[src/rtl/bf16_mac_seq_pkg.sv]
// Shared bf16 constants, sequencer state encoding and a small normalisation helper.
package bf16_mac_seq_pkg;

    localparam logic [15:0] BF16_PZERO    = 16'h0000;
    localparam logic [15:0] BF16_PINF     = 16'h7F80;
    localparam logic [15:0] BF16_NINF     = 16'hFF80;
    localparam logic [15:0] BF16_QNAN     = 16'h7FC0;
    localparam int          BF16_EXP_BIAS = 127;

    typedef enum logic [1:0] {
        ST_IDLE  = 2'd0,
        ST_ISSUE = 2'd1,
        ST_DRAIN = 2'd2,
        ST_OUT   = 2'd3
    } seq_state_t;

    // Leading-zero count of an 11-bit significand; returns 11 for zero.
    function automatic logic [3:0] lzc11(input logic [10:0] v);
        logic [3:0] n;
        n = 4'd11;
        for (int i = 0; i < 11; i++) begin
            if (v[i]) n = 4'(10 - i);
        end
        return n;
    endfunction

endpackage

[src/rtl/bf16_add.sv]
// Combinational bf16 adder: RNE, flush-to-zero subnormals, saturate to inf, canonical qNaN.
module bf16_add
    import bf16_mac_seq_pkg::*;
(
    input  logic [15:0] a,
    input  logic [15:0] b,
    output logic [15:0] sum
);

    logic              a_nan, b_nan, a_inf, b_inf, a_zero, b_zero;
    logic              big_s;
    logic [7:0]        big_e, sml_e, d;
    logic [6:0]        big_f, sml_f;
    logic [10:0]       big_m, sml_m, sml_sh, lost, diff, norm;
    logic [11:0]       tot;
    logic [3:0]        lz;
    logic signed [9:0] e;
    logic [7:0]        fr;
    logic              rnd;
    logic [15:0]       gen;

    always_comb begin
        a_nan  = (a[14:7] == 8'hFF) && (a[6:0] != 7'd0);
        b_nan  = (b[14:7] == 8'hFF) && (b[6:0] != 7'd0);
        a_inf  = (a[14:7] == 8'hFF) && (a[6:0] == 7'd0);
        b_inf  = (b[14:7] == 8'hFF) && (b[6:0] == 7'd0);
        a_zero = (a[14:7] == 8'h00);
        b_zero = (b[14:7] == 8'h00);

        if (a[14:0] >= b[14:0]) begin
            big_s = a[15]; big_e = a[14:7]; big_f = a[6:0];
            sml_e = b[14:7]; sml_f = b[6:0];
        end else begin
            big_s = b[15]; big_e = b[14:7]; big_f = b[6:0];
            sml_e = a[14:7]; sml_f = a[6:0];
        end

        d      = big_e - sml_e;
        big_m  = {1'b1, big_f, 3'b000};
        sml_m  = {1'b1, sml_f, 3'b000};
        sml_sh = 11'd0;
        lost   = 11'd0;
        if (d >= 8'd11) begin
            sml_sh = 11'd1;
        end else begin
            sml_sh    = sml_m >> d;
            lost      = sml_m & ((11'd1 << d) - 11'd1);
            sml_sh[0] = sml_sh[0] | (|lost);
        end

        tot  = 12'd0;
        diff = 11'd0;
        lz   = 4'd0;
        norm = 11'd0;
        e    = $signed({2'b00, big_e});
        if (a[15] == b[15]) begin
            tot = {1'b0, big_m} + {1'b0, sml_sh};
            if (tot[11]) begin
                norm    = tot[11:1];
                norm[0] = norm[0] | tot[0];
                e       = e + 10'sd1;
            end else begin
                norm = tot[10:0];
            end
        end else begin
            diff = big_m - sml_sh;
            lz   = lzc11(diff);
            norm = diff << lz;
            e    = e - $signed({6'b000000, lz});
        end

        // guard=norm[2], round=norm[1], sticky=norm[0], lsb=norm[3]
        rnd = norm[2] & (norm[3] | norm[1] | norm[0]);
        fr  = {1'b0, norm[9:3]} + {7'd0, rnd};
        if (fr[7]) e = e + 10'sd1;

        if (!norm[10])
            gen = BF16_PZERO;
        else if (e <= 10'sd0)
            gen = {big_s, 15'd0};
        else if (e > $signed(10'(2 * BF16_EXP_BIAS)))
            gen = big_s ? BF16_NINF : BF16_PINF;
        else
            gen = {big_s, e[7:0], fr[6:0]};

        if (a_nan || b_nan)
            sum = BF16_QNAN;
        else if (a_inf && b_inf)
            sum = (a[15] != b[15]) ? BF16_QNAN : a;
        else if (a_inf)
            sum = a;
        else if (b_inf)
            sum = b;
        else if (a_zero && b_zero)
            sum = {a[15] & b[15], 15'd0};
        else if (a_zero)
            sum = b;
        else if (b_zero)
            sum = a;
        else
            sum = gen;
    end

endmodule

[src/rtl/bf16_mac_seq.sv]
// Dot-product sequencer: issues operand beats to an external bf16 tree and accumulates its partials.
// IDLE: wait for start | ISSUE: pass beats | DRAIN: wait for in-flight partials | OUT: hold result
module bf16_mac_seq
    import bf16_mac_seq_pkg::*;
#(
    parameter int TREE_LAT = 2,
    parameter int CNT_W    = 8
) (
    input  logic             clk,
    input  logic             reset,
    input  logic             start,
    input  logic [CNT_W-1:0] num_beats,
    output logic             busy,
    input  logic             op_valid,
    output logic             op_ready,
    input  logic [255:0]     op_data,
    output logic [255:0]     tree_in,
    input  logic [15:0]      tree_out,
    output logic             res_valid,
    input  logic             res_ready,
    output logic [15:0]      res_data
);

    seq_state_t        state;
    logic [CNT_W-1:0]  beats_left;
    logic [TREE_LAT:0] vsr;
    logic [15:0]       acc;
    logic [15:0]       acc_sum;
    logic              fire;

    assign fire = op_valid & op_ready;

    bf16_add u_add (
        .a   (acc),
        .b   (tree_out),
        .sum (acc_sum)
    );

    always_ff @(posedge clk or posedge reset) begin
        if (reset) begin
            state      <= ST_IDLE;
            beats_left <= '0;
            vsr        <= '0;
            acc        <= BF16_PZERO;
            busy       <= 1'b0;
            op_ready   <= 1'b0;
            tree_in    <= '0;
            res_valid  <= 1'b0;
            res_data   <= BF16_PZERO;
        end else begin
            // vsr[k] marks that tree_out will carry a real partial k cycles after issue
            vsr     <= {vsr[TREE_LAT-1:0], fire};
            tree_in <= fire ? op_data : '0;
            if (vsr[TREE_LAT]) acc <= acc_sum;

            case (state)
                ST_IDLE: begin
                    if (start) begin
                        beats_left <= num_beats;
                        acc        <= BF16_PZERO;
                        busy       <= 1'b1;
                        if (num_beats == '0) begin
                            state <= ST_DRAIN;
                        end else begin
                            state    <= ST_ISSUE;
                            op_ready <= 1'b1;
                        end
                    end
                end
                ST_ISSUE: begin
                    if (fire) begin
                        beats_left <= beats_left - 1'b1;
                        if (beats_left == CNT_W'(1)) begin
                            op_ready <= 1'b0;
                            state    <= ST_DRAIN;
                        end
                    end
                end
                ST_DRAIN: begin
                    if (vsr == '0) begin
                        state     <= ST_OUT;
                        res_valid <= 1'b1;
                        res_data  <= acc;
                    end
                end
                ST_OUT: begin
                    if (res_ready) begin
                        res_valid <= 1'b0;
                        busy      <= 1'b0;
                        state     <= ST_IDLE;
                    end
                end
                default: state <= ST_IDLE;
            endcase
        end
    end

endmodule

[config.mk]
export PLATFORM = sky130hd
export DESIGN_NAME = bf16_mac_seq
export DESIGN_NICKNAME = d
export VERILOG_FILES = /design/src/rtl/bf16_mac_seq_pkg.sv /design/src/rtl/bf16_add.sv /design/src/rtl/bf16_mac_seq.sv
export SDC_FILE = /design/constraint.sdc
export NUM_CORES = 1
export LEC_CHECK = 0
export CORE_AREA = 2 2 217 219
export CTS_CLUSTER_DIAMETER = 120
export DETAILED_ROUTE_END_ITERATION = 8
export DIE_AREA = 0 0 219 221
export RECOVER_POWER = 100
export SKIP_LAST_GASP = 1
export SLEW_MARGIN = 25
export SYNTH_ARGS = -nofsm -noshare
export SYNTH_HDL_FRONTEND = slang
export SYNTH_SLANG_ARGS = --single-unit
[constraint.sdc]
create_clock -name clk -period 13.1 [get_ports clk]
set_input_delay 2.62 -clock clk [delete_from_list [all_inputs] [get_ports clk]]
set_output_delay 2.62 -clock clk [all_outputs]
set_load 0.01 [all_outputs]
==> results of run 1 <==
-- flip-flops by register name, summed over array words and instances, names as in the netlist --
signal,flops
res_valid,1
busy,1
tree_in,256
vsr,3
op_ready,1
beats_left,8
acc,16
res_data,16
state,2
-- worst register-to-register path, delay by kind of cell, from the launching register on --
kind,cells,cell delay [ps]
compound gates,21,3180
simple gates,15,3230
buf+inv,6,770
fa+ha+maj,5,1490
flops,1,600
mux,2,560
xor+xnor,1,200
-- stage by stage --
stage	util, %	power [uW]
6_report	50.43	5058
5_1_grt	50.43	5367
3_3_place_gp	47.76	3967
2_1_floorplan	-	2931
3_5_place_dp	47.78	3976
4_1_cts	50.49	5061
-- area by class of cell --
class | count | area share [%]
antenna | 4 | 0.04309
clock buffer | 46 | 4.476
clock inverter | 18 | 0.9048
inverter | 59 | 0.9695
multi-input combinational | 1107 | 31.39
sequential | 304 | 32.75
tap | 607 | 3.269
timing repair buffer | 625 | 26.20
-- layout by cell type, fill, tap and decap left out, drive strengths merged, types with 19 or more instances in the layout --
cell	count
dfrtp	304
clkdlybuf4s50	282
dlygate4sd3	276
and3	264
nand2	109
nor2	96
a21oi	77
o21ai	74
buf	61
inv	58
clkbuf	52
ha	49
nand3	36
nor3	30
xnor2	25
mux2	22
mux2i	20
nor4	20
o22ai	19
-- path summary, 6_finish.rpt --
path / startpoint / cells past startpoint / endpoint / slack (ps)
max: tree_out[11] / 52 / acc[0]$_DFF_PP0_ / 780
min: vsr[0]$_DFF_PP0_ / 0 / vsr[1]$_DFF_PP0_ / 410
max reg2reg: acc[13]$_DFF_PP0_ / 50 / acc[0]$_DFF_PP0_ / 2950
min reg2reg: vsr[0]$_DFF_PP0_ / 0 / vsr[1]$_DFF_PP0_ / 410
max in group asynchronous: reset / 3 / tree_in[123]$_DFF_PP0_ / 2590
min in group asynchronous: reset / 2 / tree_in[114]$_DFF_PP0_ / 4130
-- cell families (layout without fill, tap and decap cells) --
kind of cell | count (synthesis) | count (layout)
multiplexers | 46 | 46
AND/OR/NAND/NOR | 648 | 648
other | 0 | 4
buffers and inverters | 164 | 748
flip-flops | 304 | 304
XOR/XNOR | 33 | 33
adder cells (fa/ha/maj) | 51 | 51
AO/OA/AOI/OAI | 329 | 329
-- per-layer routing --
layer	up-vias	GRT usage, %	share of wire, %
li1	6828	-	-
met1	7502	40.06	42
met2	676	48.05	46
met3	127	7.381	7.6
met4	10	12.34	4.7
met5	-	0	0.092
-- cells in the mapped netlist, drive strengths merged, types with 22 or more instances --
| master | count |
|---|---|
| nor2 | 96 |
| xnor2 | 25 |
| a21oi | 77 |
| clkbuf | 88 |
| dfrtp | 304 |
| nand3 | 36 |
| o21ai | 74 |
| inv | 58 |
| ha | 49 |
| and3 | 264 |
| nand2 | 109 |
| mux2 | 22 |
| nor3 | 30 |
-- power by group through the flow --
stage	registers, uW	logic (uW)	clock network, uW
6_report	1190	2800	1070
5_1_grt	1200	3040	1130
4_1_cts	1190	2790	1080
3_5_place_dp	1200	2770	0
3_3_place_gp	1200	2770	0
2_1_floorplan	1170	1760	0
==> impl_metrics.json, run 1 <==
{
  "fin_cells": 2770,
  "cts-root-buf": "clkbuf_16",
  "rsz0062_at_grt": "no",
  "cts_tree": "done",
  "multi_input_area_um2": 7293,
  "yosysWarnings": 0,
  "die_w_um": 219,
  "postRouteAntennaNets": 0,
  "violations": "capacitance limit, slew limit",
  "synth_area_leaders": "dfrtp_1, and3_1, ha_1, nand2_1, a21oi_1",
  "required_ps": 13520,
  "power_frac_clock_pct": 21.1,
  "drtIter0Drc": 1447,
  "drt_wl_total_mm": 75.08,
  "core_um2": 46060,
  "clk_pin_slew_worst_paths_ps": 60,
  "synthMuxAreaShare_pct": 3.480,
  "critical_path_arrival_ps": 12730,
  "synthSimpleGateAreaFrac_pct": 22.94,
  "fillers": 4279,
  "skew_ps": 15.87,
  "synth_seq_area_share_pct": 48.86,
  "syn-cell-area_um2": 15570,
  "place_congestion": 1.004,
  "status": "finished with violations",
  "hold_class": "flop to flop",
  "grt_max_degree": 188,
  "dieHeight_um": 221,
  "postCtsSetupRepairBufs": 0,
  "place_ws_ps": 490.5,
  "worst_pin_slew_ps": 5260,
  "layout-drive-gt1-share_pct": 9.125,
  "grt_remaining_overflow": 0,
  "dieArea_um2": 48400,
  "post-dp-hpwl_mm": 59.78,
  "relSlewSlack_pct": -252.6,
  "fin_crit_ps": 12320,
  "area_growth_pct": 49.22,
  "synth_adder_area_share_pct": 4.195,
  "setup_tns_ps": 0,
  "cts_made_buffers": 36,
  "firstDrtPassIters": 5,
  "syn_inst": 1575,
  "synth_compound_area_share_pct": 14.43,
  "num_rows": 79,
  "io_buffers": 559,
  "crit_buf_inv": 8,
  "p_int_uw": 2853,
  "p_seq_share_pct": 23.5,
  "slowest_stage": "clkdlybuf4s50_1",
  "design_area_um2": 23230,
  "p_per_area_nw_per_um2": 217.7,
  "routedWlPerCell_um": 27.10,
  "synth_ff_type": "dfrtp_1",
  "drc_errors": 0,
  "crit_path_start_kind": "input port",
  "async_flop_share_pct": 100.0,
  "placed_area_um2": 22010,
  "cts.path.max_buffers": 3,
  "seq_area_um2": 7607,
  "grt_pass1_wl_mm": 106.6,
  "ir_drop_uv": 114.3,
  "synth-xor-area-share_pct": 1.856,
  "cap_violations": 4,
  "switching_power_uw": 2205,
  "synth_top_area_share_pct": 48.86,
  "final_nets": 2469,
  "routed_via_density": 5.467,
  "max_stage_delay_ps": 560,
  "hold_buffers": 0,
  "worstSetupEndpointType": "flop",
  "yosys.area.top_type": "dfrtp_1",
  "cts_max_level": 2,
  "min_period_over_period_pct": 94.01,
  "grt_pass1_vias": 14674,
  "cp_top_family": "simple AND/OR/NAND/NOR gates",
  "synth_cell_types": 100,
  "postCtsResizedCells": 0,
  "antenna_found_initial": 11,
  "grtUsageTotal_pct": 30.46,
  "hold_ws_ps": 411.4,
  "synth_top_family_by_area": "simple AND/OR/NAND/NOR gates",
  "slew_violations": 473,
  "initial_core_util_pct": 33.80,
  "finalHoldViolCount": 0,
  "io_pins": 560,
  "dr_total_vias": 15143,
  "fmax_mhz": 81.20,
  "crit_path_max_fanout": 9,
  "synth_enable_flop_cells": 0,
  "placed_cells": 2701,
  "power_leakage_uw": 0.01120,
  "finalSetupViolCount": 0,
  "synth_seq_cells": 304,
  "swShare_pct": 43.60,
  "worstSetupPathType": "input port to flop",
  "syn_avg_cell_area_um2": 9.885,
  "insertion_delay_ps": 550,
  "clock_sinks": 304,
  "setup_slack_ps": 784.1,
  "combPwrFrac_pct": 55.4,
  "synthesis.nets": 1911
}
(Power assumes the default switching activity.)
==> run 2, diff against run 1 <==
--- a/config.mk
+++ b/config.mk
@@ -5,13 +5,15 @@
 export SDC_FILE = /design/constraint.sdc
 export NUM_CORES = 1
 export LEC_CHECK = 0
-export CORE_AREA = 2 2 217 219
+export CAP_MARGIN = 15
+export CORE_AREA = 5 5 214 216
 export CTS_CLUSTER_DIAMETER = 120
 export DETAILED_ROUTE_END_ITERATION = 8
 export DIE_AREA = 0 0 219 221
+export PLACE_DENSITY = 0.66
 export RECOVER_POWER = 100
 export SKIP_LAST_GASP = 1
-export SLEW_MARGIN = 25
+export SLEW_MARGIN = 5
 export SYNTH_ARGS = -nofsm -noshare
 export SYNTH_HDL_FRONTEND = slang
 export SYNTH_SLANG_ARGS = --single-unit
==> impl_metrics.json, run 2 (same netlist as run 1, synthesis figures left out) <==
{
  "status": "finished with violations",
  "violations": "capacitance limit, slew limit",
  "fillers": 3962,
  "antenna_found_initial": 14,
  "ir_drop_uv": 127.8,
  "top_register": "tree_in",
  "insertion_delay_ps": 550,
  "dr_total_vias": 15072,
  "p_per_area_nw_per_um2": 216.9,
  "dieHeight_um": 221,
  "rsz0062_at_grt": "no",
  "postCtsResizedCells": 0,
  "cpMostUsedCell": "nor2_1",
  "setup_tns_ps": 0,
  "min_period_over_period_pct": 93.64,
  "fin_cells": 2760,
  "power_leakage_uw": 0.01119,
  "multi_input_area_um2": 7296,
  "core_um2": 43740,
  "placed_cells": 2692,
  "hold_buffers": 0,
  "relSlewSlack_pct": -265.0,
  "critical_path_arrival_ps": 12760,
  "area_growth_pct": 49.02,
  "cap_violations": 4,
  "postRouteAntennaNets": 0,
  "cts_tree": "done",
  "drc_errors": 0,
  "crit_buf_inv": 6,
  "grt_remaining_overflow": 0,
  "skew_ps": 17.27,
  "grt_pass1_wl_mm": 105.9,
  "post-dp-hpwl_mm": 59.79,
  "routed_via_density": 5.461,
  "routedWlPerCell_um": 26.96,
  "grtUsageTotal_pct": 29.73,
  "fmax_mhz": 81.52,
  "initial_core_util_pct": 35.59,
  "largest_register_ffs": 256,
  "slew_violations": 567,
  "cp_top_family": "compound AO/OA/AOI/OAI gates",
  "crit_path_max_fanout": 9,
  "layout-drive-gt1-share_pct": 9.015,
  "worstSetupPathType": "input port to flop",
  "finalHoldViolCount": 0,
  "cts-root-buf": "clkbuf_16",
  "num_rows": 77,
  "fin_crit_ps": 12270,
  "seq_area_um2": 7607,
  "worst_pin_slew_ps": 5446,
  "finalSetupViolCount": 0,
  "cts_max_level": 2,
  "clock_sinks": 304,
  "firstDrtPassIters": 5,
  "final_common_cell": "dfrtp_1",
  "slowest_stage": "clkdlybuf4s50_1",
  "drt_wl_total_mm": 74.41,
  "die_w_um": 219,
  "postCtsSetupRepairBufs": 0,
  "max_stage_delay_ps": 560,
  "grt_pass1_vias": 14795,
  "cts.path.max_buffers": 3,
  "place_congestion": 0.9918,
  "clk_pin_slew_worst_paths_ps": 60,
  "dieArea_um2": 48400,
  "cts_made_buffers": 36,
  "mostFrequentLayoutCells": "dfrtp_1, clkdlybuf4s50_1, dlygate4sd3_1",
  "io_pins": 560,
  "final_nets": 2475,
  "grt_max_degree": 182,
  "hold_class": "flop to flop",
  "worstSetupEndpointType": "flop",
  "top_regs": "tree_in: 256 flops, acc: 16 flops, res_data: 16 flops",
  "drtIter0Drc": 1448,
  "io_buffers": 559,
  "crit_path_start_kind": "input port",
  "required_ps": 13590
}
run 2: area by class of cell:
class                      count  area share (%)
clock buffer                  52           4.584
timing repair buffer         631           26.33
tap                          592           3.193
clock inverter                10          0.6310
inverter                      59          0.9707
sequential                   304           32.79
antenna                        5         0.05393
multi-input combinational   1107           31.45
run 2: layer usage:
| layer | global-route usage, % | part of all wire, % | wire, um | vias up |
|---|---|---|---|---|
| li1 | - | - | - | 6828 |
| met1 | 38.70 | 40 | 29900 | 7356 |
| met2 | 46.48 | 46 | 34010 | 751 |
| met3 | 9.732 | 9.7 | 7242 | 129 |
| met4 | 10.78 | 4.3 | 3194 | 8 |
| met5 | 0 | 0.074 | 55 | - |
run 2: power breakdown:
part / internal, uW / switching (uW) / total (uW)
registers: 1050 / 133 / 1190
clock network: 625 / 413 / 1040
logic: 1170 / 1640 / 2810
total: 2840 / 2190 / 5030
run 2: worst register-to-register path, delay by kind of cell (launching register included):
kind / cells / cell delay, ps
buffers and inverters: 4 / 410
flip-flops: 1 / 570
AND/OR/NAND/NOR: 17 / 3350
AO/OA/AOI/OAI: 19 / 3750
adder cells (fa/ha/maj): 5 / 1560
XOR/XNOR: 2 / 360
multiplexers: 1 / 170
run 2: worst paths after layout:
path | cells past startpoint | slack [ps] | start | to
worst min register to register | 0 | 410 | vsr[1]$_DFF_PP0_ | vsr[2]$_DFF_PP0_
max in group asynchronous | 3 | 2860 | reset | tree_in[243]$_DFF_PP0_
worst max register to register | 48 | 2930 | acc[12]$_DFF_PP0_ | acc[13]$_DFF_PP0_
worst min-delay path | 0 | 410 | vsr[1]$_DFF_PP0_ | vsr[2]$_DFF_PP0_
min in group asynchronous | 2 | 4180 | reset | tree_in[113]$_DFF_PP0_
worst max-delay path | 50 | 830 | tree_out[9] | acc[13]$_DFF_PP0_
run 2: metrics by stage:
stage               setup WS (ps)  cell area, um2  utilization (%)  hold slack, ps  power (uW)
floorplan                    1001           15570                -           377.1        2931
finish                      833.3           23200            53.04           409.1        5033
CTS                          1117           23240            53.14           424.5        5045
global route                26.26           23200            53.03           425.9        5347
detailed placement          560.7           22030            50.37           409.8        3987
global placement            745.8           22030            50.37           407.4        3978
==> RTL change 1, RTL diff (settings of run 1) <==
Encoding of `seq_state_t`: now Gray code (2 bits for 4 states).
--- a/src/rtl/bf16_mac_seq_pkg.sv
+++ b/src/rtl/bf16_mac_seq_pkg.sv
@@ -8,10 +8,10 @@
     localparam int          BF16_EXP_BIAS = 127;
 
     typedef enum logic [1:0] {
-        ST_IDLE  = 2'd0,
-        ST_ISSUE = 2'd1,
-        ST_DRAIN = 2'd2,
-        ST_OUT   = 2'd3
+        ST_IDLE  = 2'b00,
+        ST_ISSUE = 2'b01,
+        ST_DRAIN = 2'b11,
+        ST_OUT   = 2'b10
     } seq_state_t;
 
     // Leading-zero count of an 11-bit significand; returns 11 for zero.
Check against the original RTL: no difference found for any inputs over 4 cycles, from zero or initial values and one cycle with reset high; so few cycles prove little.
==> RTL change 1 against run 1 <==
Synthesized area shrank 0.21%. Final cell count grew 1.4%. Utilization grew 0.67 points. Setup slack gained 0.46 ns. Sequential cell count is the same. Wire length grew 5.2%. Design area grew 1.3%. Fmax grew 3.9%. The run still ends with capacitance limit, slew limit left. Clock skew grew 0.0042 ns. Global-route usage grew 1.9 points. Highest routed layer unchanged. Critical path depth shrank 12.
Power is not compared: it rests on default switching activity, and its combinational part moved more than twofold at a synthesized area within 25%.
==> RTL change 1: results (changes against run 1) <==
DRT Pass-1 Iters 7 (+2); Worst path max stage delay 0.75 ns (+0.19 ns); Synth area leaders dfrtp_1, and3_1, ha_1; failing checks capacitance limit, slew limit; fin cells 2810 (+1.4%); most instantiated cells after synthesis dfrtp_1, and3_1, nand2_1; clock network area share 0.05119 (-0.002615); vias after detailed routing 15147 (+0.026%); met1 usage 0.3826 (-0.01795); Worst Tran Pin Value 6.305 ns (+1.045 ns); Unique masters post-synth 106 (+6.0%); # fillers 4334 (+1.3%); Avg Inst Size Synth 9.965 sq um (+0.82%); diodes inserted 11 (+7); DP HPWL 63.32 mm (+5.9%); Routability Congestion 0.9434 (-6.1%); Register-to-Register Setup Slack 3.45 ns (+0.50 ns); count of non-CTS inverters in the layout 60 (+1.7%); Synth Warn # 0 (unchanged); P_leak about 0.012 uW; multi-input logic area 7243 sq um (-0.69%); DP Area 22360 sq um (+1.6%); final net count 2498 (+1.2%); clkbuf count 51 (+11%); Longest Clk Path Bufs 3 (unchanged); largest net degree at the start of global routing 152 (-19%); R2R depth 37 (-26%); met1 WL 30.35 mm (-2.7%); Slowest cell on crit path nor4_1; Setup WS pre-CTS 1.114 ns (+0.6239 ns); first-pass GRT wire length 112.6 mm (+5.7%); layout cell share with drive strength beyond 1 0.1077 (+0.01642); post-synthesis sequential area ratio 0.4897 (+0.001023); total global-route track usage 0.3235 (+0.01887); Post-Route WL 78.96 mm (+5.2%); max-slew violations 635 (+34%); comb_multi_in 1085 (-2.0%); DR WL met3 4.670 mm (-18%); CP Data Arrival Time 12.27 ns (-0.46 ns); Reg power frac 0.401; Signal buffers 679 (+8.6%); antenna violations before repair 18 (+7); Post-CTS Setup Inserts 0 (unchanged); # placed instances 2735 (+1.3%); reg-to-reg endpoint acc[14]$_DFF_PP0_; outcome finished, violations left; clk_skew 0.02009 ns (+0.004221 ns); Post-Syn Nets 1891 (-1.0%); M2 GR Usage 0.5403 (+0.05982); FF+latch count 304 (unchanged); worst hold slack 0.3761 ns (-0.03528 ns); initial DRC count 1262 (-13%); NonClk Buf Share 0.2748 (+0.01285); GR Util met3 0.06186 (-0.01196); Layout area overhead 51.50%; WL met2 38.30 mm (+11%); Reg2Reg Launch Point acc[11]$_DFF_PP0_; Max-Cap Viols 7 (+3)
[RTL change 1: worst max-delay path by stage]
stage                       startpoint           endpoint  slack (ns)
final                      tree_out[7]  acc[14]$_DFF_PP0_        1.25
after global routing      tree_out[11]   acc[6]$_DFF_PP0_        0.36
after CTS                  tree_out[7]  acc[14]$_DFF_PP0_        1.63
after detailed placement   tree_out[7]  acc[14]$_DFF_PP0_        1.11
after global placement    tree_out[11]  acc[14]$_DFF_PP0_        1.36
after floorplan           tree_out[12]  acc[14]$_DFF_PP0_        1.86
[RTL change 1: cells by family after synthesis]
logic type                 Yosys count  synth area share
adders and majority gates           47           0.03882
xor gates and xnor gates            36           0.02199
DFF                                304            0.4897
buffers and inverters              170           0.04333
AOI/OAI and AO/OA                  313            0.1435
muxes                               44           0.03117
and+or+nand+nor                    645            0.2315
[RTL change 1: critical path: cells and delay by family]
kind,cells,cell delay [ns]
compound gates,13,3.39
simple gates,15,3.27
buf+inv,7,1.73
fa+ha+maj,4,1.05
mux,1,0.18
==> RTL change 2, RTL diff (flow settings as in run 1) <==
Without the edit above. `CNT_W`: 8 -> 6.
--- a/src/rtl/bf16_mac_seq.sv
+++ b/src/rtl/bf16_mac_seq.sv
@@ -4,7 +4,7 @@
     import bf16_mac_seq_pkg::*;
 #(
     parameter int TREE_LAT = 2,
-    parameter int CNT_W    = 8
+    parameter int CNT_W    = 6
 ) (
     input  logic             clk,
     input  logic             reset,
Interface: changed (resized num_beats); port bits go from 560 to 558. The function was not compared with the original's and may differ.
==> RTL change 2 against run 1 <==
The run still ends with capacitance limit, slew limit left. Die area is the same. Via count grew 0.33%. Wire length shrank 3.2%. Clock skew shrank 0.0022 ns. Synthesized area shrank 1.1%. Register-to-register slack gained 0.27 ns. First-iteration DRC count shrank 0.69%. Sequential cell count shrank 2. Design area grew 1.4%. Setup slack gained 0.26 ns. Non-clock buffer count grew 68. Power grew 12%.
==> RTL change 2: results (changes against run 1) <==
met1 WL 30.97 mm (-0.75%); Crit Path Max Fanout 10 (+1); GR Util met3 0.07052 (-0.003299); Setup WS pre-CTS 0.7618 ns (+0.2713 ns); outcome finished, violations left; fin util 0.5113 (+0.006954); # placed instances 2757 (+2.1%); clk_skew 0.01365 ns (-0.002213 ns); DP Area 22380 sq um (+1.7%); vias per inst 5.376 (-1.7%); Worst Tran Pin Value 4.584 ns (-0.6765 ns); P_leak 0.01149 uW (+2.6%); layout cell share with drive strength beyond 1 0.1056 (+0.01440); M2 GR Usage 0.4613 (-0.01919); Post-Syn Nets 1890 (-1.1%); Unique masters post-synth 93 (-7.0%); WL met2 33.69 mm (-2.6%); Port Buffer Count 557 (-0.36%); vias in the first global route 14720 (+0.31%); final net count 2523 (+2.2%); most instantiated cells after synthesis dfrtp_1, and3_1, nand2_1; max-slew violations 651 (+38%); Post-CTS Resized 0 (unchanged); DP HPWL 58.62 mm (-1.9%); Max-Cap Viols 6 (+2); Slowest cell on crit path or4_1; maximum VDD drop 0.1391 mV (+22%); first-pass GRT wire length 103.5 mm (-2.9%); Avg Inst Size Synth 9.895 sq um (about the same); post-DR wirelength/cell 25.72 microns (-5.1%); total global-route track usage 0.2943 (-0.01030); Num CTS Buffers 37 (+2.8%); largest net degree at the start of global routing 154 (-18%); Synth area leaders dfrtp_1, and3_1, ha_1; antenna violations before repair 12 (+1); Routability Congestion 0.9761 (-2.8%); initial DRC count 1437 (-0.69%); CP delay by family, top simple AND/OR/NAND/NOR gates; post-synthesis sequential area ratio 0.4909 (+0.002229); Post-Route WL 72.67 mm (-3.2%); met1 usage 0.3995 (-0.001058); Worst path max stage delay 0.59 ns (+0.03 ns); Switching Share 0.4281 (-0.007877); CP Data Arrival Time 12.47 ns (-0.26 ns); DR WL met3 5.566 mm (-2.7%); failing checks capacitance limit, slew limit; # fillers 4287 (+0.19%)
RTL change 2: changes by cell type in the layout (fill, tap and decap cells not counted), sizes merged, moves of 7 or more:
cell	before	now
and3	264	271
buf	61	129
clkbuf	52	61
inv	58	69
nand3	36	26
nor3	30	23
o21ai	74	83
RTL change 2: final timing paths:
kind / from / endpoint / slack (ns) / cells after the start
max: tree_out[11] / acc[4]$_DFF_PP0_ / 1.05 / 43
min in group asynchronous: reset / tree_in[79]$_DFF_PP0_ / 3.63 / 2
max in group asynchronous: reset / tree_in[233]$_DFF_PP0_ / 4.52 / 3
max reg2reg: acc[11]$_DFF_PP0_ / acc[4]$_DFF_PP0_ / 3.22 / 41
min: vsr[1]$_DFF_PP0_ / vsr[2]$_DFF_PP0_ / 0.41 / 0
min reg2reg: vsr[1]$_DFF_PP0_ / vsr[2]$_DFF_PP0_ / 0.41 / 0
RTL change 2: power groups by stage:
stage / registers (uW) / logic, uW / clock network [uW]
5_1_grt: 1200 / 3710 / 1100
6_report: 1190 / 3450 / 1040
3_5_place_dp: 1200 / 3430 / 0
2_1_floorplan: 1190 / 1910 / 0
3_3_place_gp: 1200 / 3440 / 0
4_1_cts: 1190 / 3460 / 1060
RTL change 2: final cells by class:
class,count,share of cell area
Antenna cell,4,0.0004250
Clock buffer,53,0.04707
Clock inverter,12,0.005525
Inverter,69,0.01105
Multi-Input combinational cell,1086,0.3035
Sequential cell,302,0.3209
Tap cell,607,0.03225
Timing Repair Buffer,693,0.2793
RTL change 2: logic make-up after synthesis:
group                    Yosys count  share of synthesized area
AND/OR/NAND/NOR                  621                     0.2236
XOR/XNOR                          39                    0.02219
multiplexers                      44                    0.03186
flip-flops                       302                     0.4909
AO/OA/AOI/OAI                    331                     0.1451
buffers and inverters            168                    0.04405
adder cells (fa/ha/maj)           51                    0.04242
